==> src/rtl/alu_writeback_if.sv <==
// Instruction, register-write, branch and data-memory signals of the writeback stage.
interface alu_writeback_if;
  // instruction handshake and payload
  logic       in_valid;
  logic       in_ready;
  logic [1:0] op;
  logic [1:0] func;
  logic [7:0] alu_out;
  logic       zero;
  logic [7:0] store_data;
  logic [2:0] wr_reg;
  logic [7:0] branch_target;
  // register-file write port
  logic       reg_wr_en;
  logic [2:0] reg_wr_addr;
  logic [7:0] reg_wr_data;
  // branch redirect
  logic       branch_taken;
  logic [7:0] branch_addr;
  // data memory
  logic       mem_req;
  logic       mem_we;
  logic [7:0] mem_addr;
  logic [7:0] mem_wdata;
  logic       mem_ack;
  logic [7:0] mem_rdata;
  logic       mem_err;

  // upstream/memory side: presents instructions and memory responses
  modport master (
    output in_valid, op, func, alu_out, zero, store_data, wr_reg, branch_target,
    output mem_ack, mem_rdata,
    input  in_ready, reg_wr_en, reg_wr_addr, reg_wr_data, branch_taken, branch_addr,
    input  mem_req, mem_we, mem_addr, mem_wdata, mem_err
  );

  // writeback stage side
  modport slave (
    input  in_valid, op, func, alu_out, zero, store_data, wr_reg, branch_target,
    input  mem_ack, mem_rdata,
    output in_ready, reg_wr_en, reg_wr_addr, reg_wr_data, branch_taken, branch_addr,
    output mem_req, mem_we, mem_addr, mem_wdata, mem_err
  );
endinterface

==> src/rtl/alu_writeback.sv <==
// Writeback stage: retires ALU results, resolves BEQ, and runs LW/SW memory
// transactions with a bounded wait for the memory acknowledge.
module alu_writeback #(
  parameter int unsigned MEM_TIMEOUT = 16
) (
  input logic            clk,
  input logic            reset,
  alu_writeback_if.slave bus
);

  localparam int unsigned CNT_W = 8;

  typedef enum logic [1:0] {IDLE, MEM_WAIT, WB} state_t;
  typedef enum logic [2:0] {K_NOP, K_ALU, K_BEQ, K_SW, K_LW} kind_t;

  state_t             state_q, state_d;
  logic [CNT_W-1:0]   cnt_q, cnt_d;
  logic [2:0]         wb_addr_q, wb_addr_d;
  logic               reg_wr_en_q, reg_wr_en_d;
  logic [2:0]         reg_wr_addr_q, reg_wr_addr_d;
  logic [7:0]         reg_wr_data_q, reg_wr_data_d;
  logic               branch_taken_q, branch_taken_d;
  logic [7:0]         branch_addr_q, branch_addr_d;
  logic               mem_req_q, mem_req_d;
  logic               mem_we_q, mem_we_d;
  logic [7:0]         mem_addr_q, mem_addr_d;
  logic [7:0]         mem_wdata_q, mem_wdata_d;
  logic               mem_err_q, mem_err_d;
  kind_t              kind;
  logic               timeout_hit;

  // Instruction class from op/function
  always_comb begin
    kind = K_NOP;
    case (bus.op)
      2'b00:   kind = bus.func[0] ? K_BEQ : K_ALU;
      2'b01: begin
        case (bus.func)
          2'b00:   kind = K_SW;
          2'b01:   kind = K_LW;
          default: kind = K_ALU;
        endcase
      end
      default: kind = bus.func[1] ? K_NOP : K_ALU;
    endcase
  end

  assign timeout_hit = (cnt_q == CNT_W'(MEM_TIMEOUT - 1));

  // Next state and next registered outputs
  always_comb begin
    state_d        = state_q;
    cnt_d          = cnt_q;
    wb_addr_d      = wb_addr_q;
    reg_wr_en_d    = 1'b0;
    reg_wr_addr_d  = reg_wr_addr_q;
    reg_wr_data_d  = reg_wr_data_q;
    branch_taken_d = 1'b0;
    branch_addr_d  = branch_addr_q;
    mem_req_d      = mem_req_q;
    mem_we_d       = mem_we_q;
    mem_addr_d     = mem_addr_q;
    mem_wdata_d    = mem_wdata_q;
    mem_err_d      = 1'b0;

    case (state_q)
      IDLE: begin
        if (bus.in_valid) begin
          case (kind)
            K_ALU: begin
              reg_wr_en_d   = 1'b1;
              reg_wr_addr_d = bus.wr_reg;
              reg_wr_data_d = bus.alu_out;
            end
            K_BEQ: begin
              branch_taken_d = bus.zero;
              branch_addr_d  = bus.branch_target;
            end
            K_SW, K_LW: begin
              state_d     = MEM_WAIT;
              cnt_d       = '0;
              mem_req_d   = 1'b1;
              mem_we_d    = (kind == K_SW);
              mem_addr_d  = bus.alu_out;
              mem_wdata_d = bus.store_data;
              wb_addr_d   = bus.wr_reg;
            end
            default: ;
          endcase
        end
      end
      MEM_WAIT: begin
        // an acknowledge on the last counted cycle still completes the access
        if (bus.mem_ack) begin
          mem_req_d = 1'b0;
          cnt_d     = '0;
          if (mem_we_q) begin
            state_d = IDLE;
          end else begin
            state_d       = WB;
            reg_wr_en_d   = 1'b1;
            reg_wr_addr_d = wb_addr_q;
            reg_wr_data_d = bus.mem_rdata;
          end
        end else if (timeout_hit) begin
          mem_req_d = 1'b0;
          mem_err_d = 1'b1;
          cnt_d     = '0;
          state_d   = IDLE;
        end else begin
          cnt_d = cnt_q + CNT_W'(1);
        end
      end
      WB:      state_d = IDLE;
      default: state_d = IDLE;
    endcase
  end

  // State and output registers with synchronous reset
  always_ff @(posedge clk) begin
    if (reset) begin
      state_q        <= IDLE;
      cnt_q          <= '0;
      wb_addr_q      <= '0;
      reg_wr_en_q    <= 1'b0;
      reg_wr_addr_q  <= '0;
      reg_wr_data_q  <= '0;
      branch_taken_q <= 1'b0;
      branch_addr_q  <= '0;
      mem_req_q      <= 1'b0;
      mem_we_q       <= 1'b0;
      mem_addr_q     <= '0;
      mem_wdata_q    <= '0;
      mem_err_q      <= 1'b0;
    end else begin
      state_q        <= state_d;
      cnt_q          <= cnt_d;
      wb_addr_q      <= wb_addr_d;
      reg_wr_en_q    <= reg_wr_en_d;
      reg_wr_addr_q  <= reg_wr_addr_d;
      reg_wr_data_q  <= reg_wr_data_d;
      branch_taken_q <= branch_taken_d;
      branch_addr_q  <= branch_addr_d;
      mem_req_q      <= mem_req_d;
      mem_we_q       <= mem_we_d;
      mem_addr_q     <= mem_addr_d;
      mem_wdata_q    <= mem_wdata_d;
      mem_err_q      <= mem_err_d;
    end
  end

  assign bus.in_ready     = (state_q == IDLE);
  assign bus.reg_wr_en    = reg_wr_en_q;
  assign bus.reg_wr_addr  = reg_wr_addr_q;
  assign bus.reg_wr_data  = reg_wr_data_q;
  assign bus.branch_taken = branch_taken_q;
  assign bus.branch_addr  = branch_addr_q;
  assign bus.mem_req      = mem_req_q;
  assign bus.mem_we       = mem_we_q;
  assign bus.mem_addr     = mem_addr_q;
  assign bus.mem_wdata    = mem_wdata_q;
  assign bus.mem_err      = mem_err_q;

endmodule

==> src/flat_wrapper.sv <==
// flat-port wrapper written by rule: the top's interface ports become plain ports
module alu_writeback_flat 
#(
  parameter int unsigned MEM_TIMEOUT = 16
)
  (clk, reset, bus_in_valid, bus_op, bus_func, bus_alu_out, bus_zero, bus_store_data, bus_wr_reg, bus_branch_target, bus_mem_ack, bus_mem_rdata, bus_in_ready, bus_reg_wr_en, bus_reg_wr_addr, bus_reg_wr_data, bus_branch_taken, bus_branch_addr, bus_mem_req, bus_mem_we, bus_mem_addr, bus_mem_wdata, bus_mem_err);
  alu_writeback_if bus_i ();
  input logic clk;
  input logic reset;
  input wire logic [$bits(bus_i.in_valid)-1:0] bus_in_valid;
  input wire logic [$bits(bus_i.op)-1:0] bus_op;
  input wire logic [$bits(bus_i.func)-1:0] bus_func;
  input wire logic [$bits(bus_i.alu_out)-1:0] bus_alu_out;
  input wire logic [$bits(bus_i.zero)-1:0] bus_zero;
  input wire logic [$bits(bus_i.store_data)-1:0] bus_store_data;
  input wire logic [$bits(bus_i.wr_reg)-1:0] bus_wr_reg;
  input wire logic [$bits(bus_i.branch_target)-1:0] bus_branch_target;
  input wire logic [$bits(bus_i.mem_ack)-1:0] bus_mem_ack;
  input wire logic [$bits(bus_i.mem_rdata)-1:0] bus_mem_rdata;
  output wire logic [$bits(bus_i.in_ready)-1:0] bus_in_ready;
  output wire logic [$bits(bus_i.reg_wr_en)-1:0] bus_reg_wr_en;
  output wire logic [$bits(bus_i.reg_wr_addr)-1:0] bus_reg_wr_addr;
  output wire logic [$bits(bus_i.reg_wr_data)-1:0] bus_reg_wr_data;
  output wire logic [$bits(bus_i.branch_taken)-1:0] bus_branch_taken;
  output wire logic [$bits(bus_i.branch_addr)-1:0] bus_branch_addr;
  output wire logic [$bits(bus_i.mem_req)-1:0] bus_mem_req;
  output wire logic [$bits(bus_i.mem_we)-1:0] bus_mem_we;
  output wire logic [$bits(bus_i.mem_addr)-1:0] bus_mem_addr;
  output wire logic [$bits(bus_i.mem_wdata)-1:0] bus_mem_wdata;
  output wire logic [$bits(bus_i.mem_err)-1:0] bus_mem_err;
  assign bus_i.in_valid = bus_in_valid;
  assign bus_i.op = bus_op;
  assign bus_i.func = bus_func;
  assign bus_i.alu_out = bus_alu_out;
  assign bus_i.zero = bus_zero;
  assign bus_i.store_data = bus_store_data;
  assign bus_i.wr_reg = bus_wr_reg;
  assign bus_i.branch_target = bus_branch_target;
  assign bus_i.mem_ack = bus_mem_ack;
  assign bus_i.mem_rdata = bus_mem_rdata;
  assign bus_in_ready = bus_i.in_ready;
  assign bus_reg_wr_en = bus_i.reg_wr_en;
  assign bus_reg_wr_addr = bus_i.reg_wr_addr;
  assign bus_reg_wr_data = bus_i.reg_wr_data;
  assign bus_branch_taken = bus_i.branch_taken;
  assign bus_branch_addr = bus_i.branch_addr;
  assign bus_mem_req = bus_i.mem_req;
  assign bus_mem_we = bus_i.mem_we;
  assign bus_mem_addr = bus_i.mem_addr;
  assign bus_mem_wdata = bus_i.mem_wdata;
  assign bus_mem_err = bus_i.mem_err;
  alu_writeback #(.MEM_TIMEOUT(MEM_TIMEOUT)) u_core (.clk(clk), .reset(reset), .bus(bus_i));
endmodule
==> config.mk <==
export PLATFORM = sky130hd
export DESIGN_NAME = alu_writeback_flat
export DESIGN_NICKNAME = d
export VERILOG_FILES = /design/src/rtl/alu_writeback_if.sv /design/src/rtl/alu_writeback.sv /design/src/flat_wrapper.sv
export SDC_FILE = /design/constraint.sdc
export NUM_CORES = 1
export LEC_CHECK = 0
export BUFFER_PORTS_ARGS = -buffer_cell sky130_fd_sc_hd__clkbuf_2
export CORE_ASPECT_RATIO = 1.5
export CORE_UTILIZATION = 30
export DETAILED_ROUTE_END_ITERATION = 8
export PLACE_DENSITY = 0.55
export SLEW_MARGIN = 20
export SYNTH_ARGS = -nofsm -noshare
export SYNTH_HDL_FRONTEND = slang
export SYNTH_SLANG_ARGS = --single-unit
==> constraint.sdc <==
create_clock -name clk -period 2.15 [get_ports clk]
set_input_delay 0.215 -clock clk [delete_from_list [all_inputs] [get_ports clk]]
set_output_delay 0.215 -clock clk [all_outputs]
set_load 0.005 [all_outputs]
==> impl_metrics.py, run 1 <==
metrics = {
    "detailed_routing": {
        "drt_wl_total_mm": 5.66,
        "drtIter0Drc": 128,
        "drc": 0,
        "ant_nets": 0,
        "viasPerCell": 4.70,
        "avgRoutedWirePerCell_microns": 12.6,
        "vias": 2107,
        "drt_pre_antenna_iters": 4,
    },
    "setup_path": {
        "r2r_cells": 5,
        "path_max_fanout": 19,
        "cp_slowest_cell": "dfxtp_1",
        "r2r_start": "u_core.state_q[1]",
        "cp_cell_sequence": "nand2b_4, nor3b_2, a41oi_2, buf_4, mux2_2",
        "critPathLaunchType": "flip-flop",
        "slowest_delay_ns": 0.50,
        "worstSetupEndpointType": "flip-flop",
        "rr_endpoint": "u_core.bus.reg_wr_addr[0]",
        "cp.arrival_ns": 1.94,
        "reg2reg_slack_ns": 0.41,
        "required_ns": 2.34,
        "crit_type": "reg -> reg",
    },
    "place": {
        "placed_area_sq_um": 2800,
        "port_buffers": 84,
        "hpwl_mm": 4.24,
        "globalplace.congestion": 0.792,
    },
    "cells_and_area": {
        "diodes": 0,
        "seq_area_sq_um": 1060,
        "fin_nets": 392,
        "area_growth_pct": 29.6,
        "layout_commonest_cell": "clkbuf_2",
        "nFillCells": 794,
        "final_util": 0.404,
        "stdcell_area_sq_um": 2940,
        "multi_input_area_sq_um": 1110,
        "drive_above_1_share": 0.348,
        "final_cell_mix": "clkbuf_2, nand2_1, dfxtp_1",
    },
    "global_routing": {
        "grt_pass1_wl_mm": 9.16,
        "grt_use_total": 0.149,
        "grt_max_degree": 45,
        "antenna_found_initial": 0,
        "overflow": 0,
        "grt_pass1_vias": 1949,
    },
    "synth": {
        "ys_warn_count": 0,
        "synth_nets": 309,
        "synth_area_sq_um": 2270,
        "synth_cell_types": 37,
        "ys.flop_type": "dfxtp_1",
        "syn_area_per_cell_sq_um": 8.58,
        "ys_async_sr_fraction": 0,
        "yosys_register_bits": 53,
        "synth_edf_count": 0,
        "ys_seq_area_frac": 0.468,
        "synth_cells": 264,
    },
    "clock_tree": {
        "clockBufferDepth": 2,
        "cts_buffers": 5,
        "cts_root_buffer": "clkbuf_8",
        "clk_pin_slew_ns": 0.09,
        "postCtsSetupBuffers": 0,
        "cts_hold_buf": 0,
        "ctsResizeCount": 0,
        "htree_levels": 2,
        "clkSinkCount": 53,
        "clk_latency_ns": 0.30,
        "cts_tree": "done",
    },
    "floorplan": {
        "io_pins": 85,
        "row_count": 38,
        "fp.dieW_microns": 73.0,
        "core-area_sq_um": 7270,
        "die_h_microns": 108,
        "floorplan.initialDensity": 0.311,
        "dieArea_sq_um": 7910,
    },
    "sta": {
        "worst_slew_pin_slew_ns": 0.846,
        "post-route-period-util": 0.811,
        "setup_viol": 0,
        "setup-tns-final_ns": 0,
        "hold_viol": 0,
        "max_freq_ghz": 0.573,
        "slew_headroom": 0.436,
        "clock_skew_ns": 0.0109,
        "period_needed_ns": 1.74,
        "rsz0062_at_grt": "no",
        "drv_slew": 0,
    },
    "worst_hold_path": {
        "min_from": "bus_store_data[4]",
        "worstHoldPathType": "in -> reg",
        "min_to": "u_core.bus.mem_wdata[4]",
        "hold-path-cell-count": 3,
    },
    "pwr": {
        "p_per_area_nw_per_um2": 686,
        "finalPower_mw": 2.01,
        "p_leak_nw": 1.31,
        "vdd_ir_drop_max_mv": 0.320,
    },
    "outcome": {
        "outcome": "finished clean",
    },
    "flow_run": {
        "drv_cap": 0,
    },
}
logic make-up (layout without fill, tap and decap cells):
| family | after synthesis | after routing | synth area share |
|---|---|---|---|
| fa+ha+maj | 1 | 1 | 0.00552 |
| compound gates | 51 | 51 | 0.133 |
| flops | 53 | 53 | 0.468 |
| mux | 20 | 20 | 0.0950 |
| buf+inv | 21 | 105 | 0.0458 |
| simple gates | 118 | 118 | 0.252 |
flip-flops by register name, summed over array words and instances (netlist names):
signal                   count
u_core.bus.mem_wdata         8
u_core.bus.reg_wr_en         1
u_core.bus.branch_addr       8
u_core.wb_addr_q             3
u_core.bus.reg_wr_addr       3
u_core.bus.branch_taken      1
u_core.state_q               2
u_core.bus.mem_err           1
u_core.bus.mem_addr          8
u_core.bus.mem_we            1
u_core.cnt_q                 8
u_core.bus.reg_wr_data       8
u_core.bus.mem_req           1
Yosys cell counts (2+ instances only):
library cell | number | area (sq um)
or3_1 | 3 | 18.8
clkbuf_1 | 13 | 48.8
nor3b_1 | 2 | 15.0
a311oi_1 | 2 | 17.5
dfxtp_1 | 53 | 1060
a31oi_1 | 3 | 18.8
mux2_2 | 12 | 135
nor3_1 | 2 | 10.0
inv_1 | 2 | 7.51
mux2i_1 | 8 | 80.1
nand2_1 | 63 | 236
and3_1 | 2 | 12.5
nor2b_1 | 14 | 87.6
nand3_1 | 9 | 45.0
buf_2 | 2 | 10.0
a21oi_1 | 36 | 180
nor3b_2 | 2 | 25.0
o21ai_0 | 3 | 15.0
nor2_1 | 13 | 48.8
buf_6 | 3 | 33.8
power by group:
| part | leakage (nW) | internal, mW | switching [mW] |
|---|---|---|---|
| clock network | 0.0681 | 0.463 | 0.330 |
| logic | 0.811 | 0.0993 | 0.0974 |
| registers | 0.430 | 1.01 | 0.0158 |
| total | 1.31 | 1.57 | 0.443 |
final cells by class:
cell class,instances,area share
multi-input cells,190,0.377
flip-flops and latches,53,0.361
repair buffers,95,0.171
well taps,100,0.0426
clock buffers,5,0.0234
clock inverters,3,0.0222
inverters,2,0.00256
critical path, delay by kind of cell, from the launching register on:
kind            cells  cell delay [ns]
simple gates        2             0.42
compound gates      1             0.15
buf+inv             1             0.22
flops               1             0.50
mux                 1             0.35
worst max-delay path by stage:
stage | startpoint | end | slack, ns | cells after the start
2_1_floorplan | u_core.cnt_q[0] | u_core.cnt_q[5] | 0.48 | 6
3_3_place_gp | u_core.state_q[1] | u_core.bus.reg_wr_data[4] | 0.45 | 5
3_5_place_dp | u_core.state_q[1] | u_core.bus.reg_wr_data[4] | 0.40 | 5
4_1_cts | u_core.state_q[1] | u_core.bus.reg_wr_data[4] | 0.39 | 5
5_1_grt | u_core.state_q[1] | u_core.bus.reg_wr_addr[2] | 0.28 | 5
6_report | u_core.state_q[1] | u_core.bus.reg_wr_addr[0] | 0.41 | 5
per-stage QoR:
step / hold slack [ns] / worst slack (ns) / cells
2_1_floorplan: 0.311 / 0.476 / 264
3_3_place_gp: 0.439 / 0.450 / 440
3_5_place_dp: 0.444 / 0.403 / 440
4_1_cts: 0.114 / 0.394 / 448
5_1_grt: 0.119 / 0.284 / 448
6_report: 0.126 / 0.406 / 448
metal layers:
layer / global-route usage / share of wire / routed length [microns] / vias up
li1: - / - / - / 1063
met3: 0.0252 / 0.046 / 262 / 8
met4: 0.0658 / 0.020 / 111 / 0
met5: 0 / 0 / 0 / -
met2: 0.255 / 0.53 / 2980 / 63
met1: 0.182 / 0.41 / 2300 / 973
No activity file was read; power rests on OpenSTA's default activity.
==> run 2, diff against run 1 <==
PLACE_DENSITY = 0.57   (was 0.55)
clock period = 1.6 ns   (was 2.15 ns; I/O delays follow)
==> run 2 against run 1 <==
Against the previous run:
- sequential power up 34%
- critical path type unchanged
- die area did not move
- critical path depth unchanged
- highest routed layer unchanged
==> impl_metrics.py, run 2 (synthesis results as in run 1) <==
metrics = {
    "clock_tree": {
        "cts_tree": "done",
        "clk_pin_slew_ns": 0.10,
        "clockBufferDepth": 2,
        "clk_latency_ns": 0.32,
        "htree_levels": 2,
        "cts_hold_buf": 0,
        "cts_root_buffer": "clkbuf_8",
        "clkSinkCount": 53,
        "cts_buffers": 5,
    },
    "outcome": {
        "outcome": "finished clean",
    },
    "setup_path": {
        "startpoint": "u_core.cnt_q[1]",
        "crit_family": "simple AND/OR/NAND/NOR gates",
        "path_max_fanout": 4,
        "r2r_cells": 5,
        "slowest_delay_ns": 0.34,
        "cp_slowest_cell": "dfxtp_2",
        "path_buf_inv": 0,
        "worstSetupEndpointType": "flip-flop",
        "crit_type": "reg -> reg",
        "cp.arrival_ns": 1.76,
        "reg2reg_slack_ns": 0.08,
        "critPathLaunchType": "flip-flop",
        "cp_cell_sequence": "ha_2, and3_4, a211o_1, or3_1, a31oi_1",
        "required_ns": 1.85,
        "cp.depth": 5,
        "r2r_start": "u_core.cnt_q[1]",
        "rr_endpoint": "u_core.cnt_q[7]",
    },
    "cells_and_area": {
        "area_growth_pct": 34.8,
        "drive_above_1_share": 0.379,
        "final_cell_mix": "clkbuf_2, nand2_1, dfxtp_1",
        "nFillCells": 760,
        "final_util": 0.420,
        "layout_commonest_cell": "clkbuf_2",
        "diodes": 0,
        "fin_nets": 403,
        "stdcell_area_sq_um": 3050,
        "instances_no_fill": 459,
    },
    "sta": {
        "hold_viol": 0,
        "period_needed_ns": 1.52,
        "clock_skew_ns": 0.00788,
        "holdWs_ns": 0.0520,
        "fin_ws_ns": 0.0848,
        "slew_headroom": 0.723,
        "setup-tns-final_ns": 0,
        "rsz0062_at_grt": "no",
        "max_freq_ghz": 0.660,
        "post-route-period-util": 0.947,
        "setup_viol": 0,
        "worst_slew_pin_slew_ns": 0.412,
        "drv_slew": 0,
    },
    "detailed_routing": {
        "avgRoutedWirePerCell_microns": 12.4,
        "drt_wl_total_mm": 5.71,
        "drt_pre_antenna_iters": 4,
        "viasPerCell": 4.59,
        "vias": 2106,
        "ant_nets": 0,
        "drc": 0,
        "drtIter0Drc": 70,
    },
    "place": {
        "place_inst": 450,
        "globalplace.congestion": 0.801,
        "hpwl_mm": 4.36,
        "port_buffers": 84,
        "dp_slack_ns": 0.0429,
        "placed_area_sq_um": 2910,
    },
    "floorplan": {
        "floorplan.initialDensity": 0.311,
        "die_h_microns": 108,
        "fp.dieW_microns": 73.0,
        "io_pins": 85,
        "dieArea_sq_um": 7910,
        "core-area_sq_um": 7270,
        "row_count": 38,
    },
    "worst_hold_path": {
        "worstHoldPathType": "in -> reg",
        "min_from": "bus_store_data[7]",
        "min_to": "u_core.bus.mem_wdata[7]",
        "hold-path-cell-count": 3,
    },
    "flow_run": {
        "drv_cap": 0,
    },
    "pwr": {
        "vdd_ir_drop_max_mv": 0.602,
        "p_per_area_nw_per_um2": 894,
        "finalPower_mw": 2.73,
        "p_leak_nw": 1.37,
    },
    "global_routing": {
        "grt_use_total": 0.154,
        "grt_pass1_vias": 1988,
        "overflow": 0,
        "grt_max_degree": 25,
        "grt_pass1_wl_mm": 9.23,
        "antenna_found_initial": 0,
    },
}
run 2: final cells by class:
class	instances	area, sq um	area share
timing repair buffer	106	611	0.200
sequential	53	1060	0.348
multi-input combinational	190	1110	0.365
inverter	2	7.51	0.00246
clock inverter	3	65.1	0.0213
clock buffer	5	68.8	0.0225
tap	100	125	0.0410
run 2: worst max-delay path by stage:
stage | end
floorplan | u_core.cnt_q[7]
global placement | u_core.wb_addr_q[2]
detailed placement | u_core.bus.reg_wr_addr[2]
CTS | u_core.bus.reg_wr_addr[2]
global route | u_core.bus.reg_wr_addr[2]
finish | u_core.cnt_q[7]
run 2: per-layer routing:
layer	GRT usage	wire, microns
met2	0.273	3060
met4	0.0672	116
met5	0	0
met3	0.0308	200
met1	0.175	2340
run 2: power by group:
group | switching (mW) | internal [mW] | leakage [nW]
sequential | 0.0195 | 1.36 | 0.431
combinational | 0.133 | 0.144 | 0.869
clock | 0.456 | 0.622 | 0.0681
run 2: repair_timing:
action / in CTS / in global routing
setup endpoints to repair: 0 / 12
resized for setup: 0 / 1
buffers inserted: 0 / 1
run 2: worst reg2reg max path: stages (launching register included):
cell and delay (ns):
dfxtp_2 0.34, ha_2 0.19, and3_4 0.18, a211o_1 0.28, or3_1 0.31, a31oi_1 0.15
==> run 3, diff against run 2 <==
--- a/config.mk
+++ b/config.mk
@@ -10,5 +10,6 @@
 export CORE_UTILIZATION = 30
 export DETAILED_ROUTE_END_ITERATION = 8
-export PLACE_DENSITY = 0.57
+export PLACE_DENSITY = 0.55
+export SETUP_SLACK_MARGIN = 0.5
 export SLEW_MARGIN = 20
 export SYNTH_ARGS = -nofsm -noshare
==> constraint.sdc (replaced) <==
create_clock -name clk -period 1.8 [get_ports clk]
set_input_delay 0.27 -clock clk [delete_from_list [all_inputs] [get_ports clk]]
set_output_delay 0.27 -clock clk [all_outputs]
set_load 0.005 [all_outputs]
==> run 3 against run 2 <==
Against the previous run:
- global-route usage is 0.061 points higher
- critical path depth is the same
- design area up 5.4%
- register-to-register slack gained 0.13 ns
- sequential share of layout area shrank 1.6 points
- utilization rose by 2.3 points
- hold slack better by 0.11 ns
- non-clock buffer count up 3
- die area unchanged
- flip-flop and latch count unchanged
- sequential power is 12% lower
- first-iteration DRC count is 26% higher
- critical path type unchanged
- largest cell class unchanged
- largest power group unchanged
==> impl_metrics.py, run 3 (synthesis results as in run 1) <==
metrics = {
    "floorplan": {
        "dieArea_sq_um": 7910,
        "core-area_sq_um": 7270,
        "fp.dieW_microns": 73.0,
        "die_h_microns": 108,
        "floorplan.initialDensity": 0.311,
        "row_count": 38,
        "io_pins": 85,
    },
    "global_routing": {
        "grt_use_total": 0.154,
        "grt_pass1_wl_mm": 9.44,
        "grt_pass1_vias": 1955,
        "antenna_found_initial": 0,
        "grt_max_degree": 65,
        "overflow": 0,
    },
    "setup_path": {
        "crit_type": "reg -> reg",
        "path_max_fanout": 4,
        "cp.depth": 5,
        "cp.arrival_ns": 1.81,
        "slowest_delay_ns": 0.36,
        "path_buf_inv": 0,
        "critPathLaunchType": "flip-flop",
        "required_ns": 2.03,
        "cp_slowest_cell": "a211o_4",
        "worstSetupEndpointType": "flip-flop",
        "reg2reg_slack_ns": 0.22,
        "crit_family": "compound AO/OA/AOI/OAI gates",
        "cp_cell_sequence": "ha_4, and3_4, a211o_4, or3_1, a31oi_1",
        "r2r_cells": 5,
    },
    "sta": {
        "fin_ws_ns": 0.216,
        "post-route-period-util": 0.880,
        "hold_viol": 0,
        "rsz0062_at_grt": "yes",
        "period_needed_ns": 1.58,
        "worst_slew_pin_slew_ns": 0.393,
        "setup_viol": 0,
        "setup-tns-final_ns": 0,
        "slew_headroom": 0.736,
        "drv_slew": 0,
        "clock_skew_ns": 0.00405,
        "max_freq_ghz": 0.631,
    },
    "detailed_routing": {
        "viasPerCell": 4.71,
        "drt_pre_antenna_iters": 4,
        "avgRoutedWirePerCell_microns": 13.3,
        "drc": 0,
        "drtIter0Drc": 88,
        "drt_wl_total_mm": 6.15,
        "vias": 2176,
        "ant_nets": 0,
    },
    "flow_run": {
        "drv_cap": 0,
    },
    "pwr": {
        "pwr-share-comb": 0.127,
        "p_leak_nw": 1.42,
        "power_switching_mw": 0.556,
        "p_per_area_nw_per_um2": 679,
        "vdd_ir_drop_max_mv": 0.392,
        "seq_power_share": 0.560,
        "switching_share": 0.254,
        "clockPowerShare": 0.312,
        "p_int_mw": 1.63,
    },
    "outcome": {
        "outcome": "finished clean",
    },
    "clock_tree": {
        "htree_levels": 2,
        "clkSinkCount": 53,
        "cts_buffers": 5,
        "clk_pin_slew_ns": 0.10,
        "cts_root_buffer": "clkbuf_8",
        "clockBufferDepth": 2,
        "cts_tree": "done",
        "clk_latency_ns": 0.31,
    },
    "cells_and_area": {
        "drive_above_1_share": 0.420,
        "final_cell_mix": "clkbuf_2, nand2_1, dfxtp_1",
        "fin_nets": 406,
        "seq_area_sq_um": 1070,
        "area_growth_pct": 42.1,
        "layout_commonest_cell": "clkbuf_2",
        "diodes": 0,
        "nFillCells": 758,
        "multi_input_area_sq_um": 1260,
    },
    "place": {
        "dp_slack_ns": 0.184,
        "hpwl_mm": 3.91,
        "globalplace.congestion": 0.780,
        "port_buffers": 84,
    },
    "worst_hold_path": {
        "worstHoldPathType": "in -> reg",
        "hold-path-cell-count": 2,
    },
}
[run 3: cell count changes in the layout (fill, tap and decap cells not counted), moves of 2 or more]
cell and change:
mux2_4 +11, a21oi_2 +3, a21oi_1 -3, clkinvlp_4 +2
mux2_2 -11, dfxtp_1 -4, bufinv_16 -2, dfxtp_2 +3
buf_6 +3, buf_4 -2
[run 3: power by group through the flow]
stage,Clock (mW),Combinational (mW),Sequential [mW]
after floorplan,0,0.142,1.25
after global placement,0,0.262,1.25
after detailed placement,0,0.263,1.25
after CTS,0.708,0.267,1.23
after global routing,0.755,0.308,1.23
final,0.683,0.278,1.22
[run 3: worst paths after layout]
path | from | to
worst max-delay path | u_core.cnt_q[0] | u_core.cnt_q[5]
worst min-delay path | bus_func[0] | u_core.bus.mem_we
worst max register to register | u_core.cnt_q[0] | u_core.cnt_q[5]
worst min register to register | u_core.bus.mem_addr[0] | u_core.bus.mem_addr[0]
[run 3: cell type report]
cell class,count,share of cell area
clock buffer,6,0.0225
clock inverter,2,0.00466
inverter,2,0.00233
multi-input combinational,190,0.391
sequential,53,0.333
tap,100,0.0389
timing repair buffer,109,0.208
[run 3: through the flow]
stage	utilization	hold slack, ns	instance area, sq um	total power [mW]	instances
2_1_floorplan	-	0.366	2380	1.39	264
6_report	0.443	0.161	3220	2.19	462
4_1_cts	0.422	0.151	3070	2.20	452
3_5_place_dp	0.397	0.450	2890	1.52	437
5_1_grt	0.443	0.163	3220	2.29	462
3_3_place_gp	0.397	0.447	2890	1.51	437
[run 3: timing repair]
action / CTS / global route
pin swaps: 6 / 7
gates resized for setup: 9 / 16
buffers inserted: 7 / 8
endpoints found under the setup margin: 42 / 50
cloned: 0 / 2
hold buffers: 0 / 0
[run 3: per-layer routing]
layer  up-vias  routed length (microns)  global-route usage
met5         -                        0                   0
met4         0                      134              0.0588
met3        10                      313              0.0308
met2        64                     3050               0.262
met1      1008                     2650               0.189
li1       1094                        -                   -
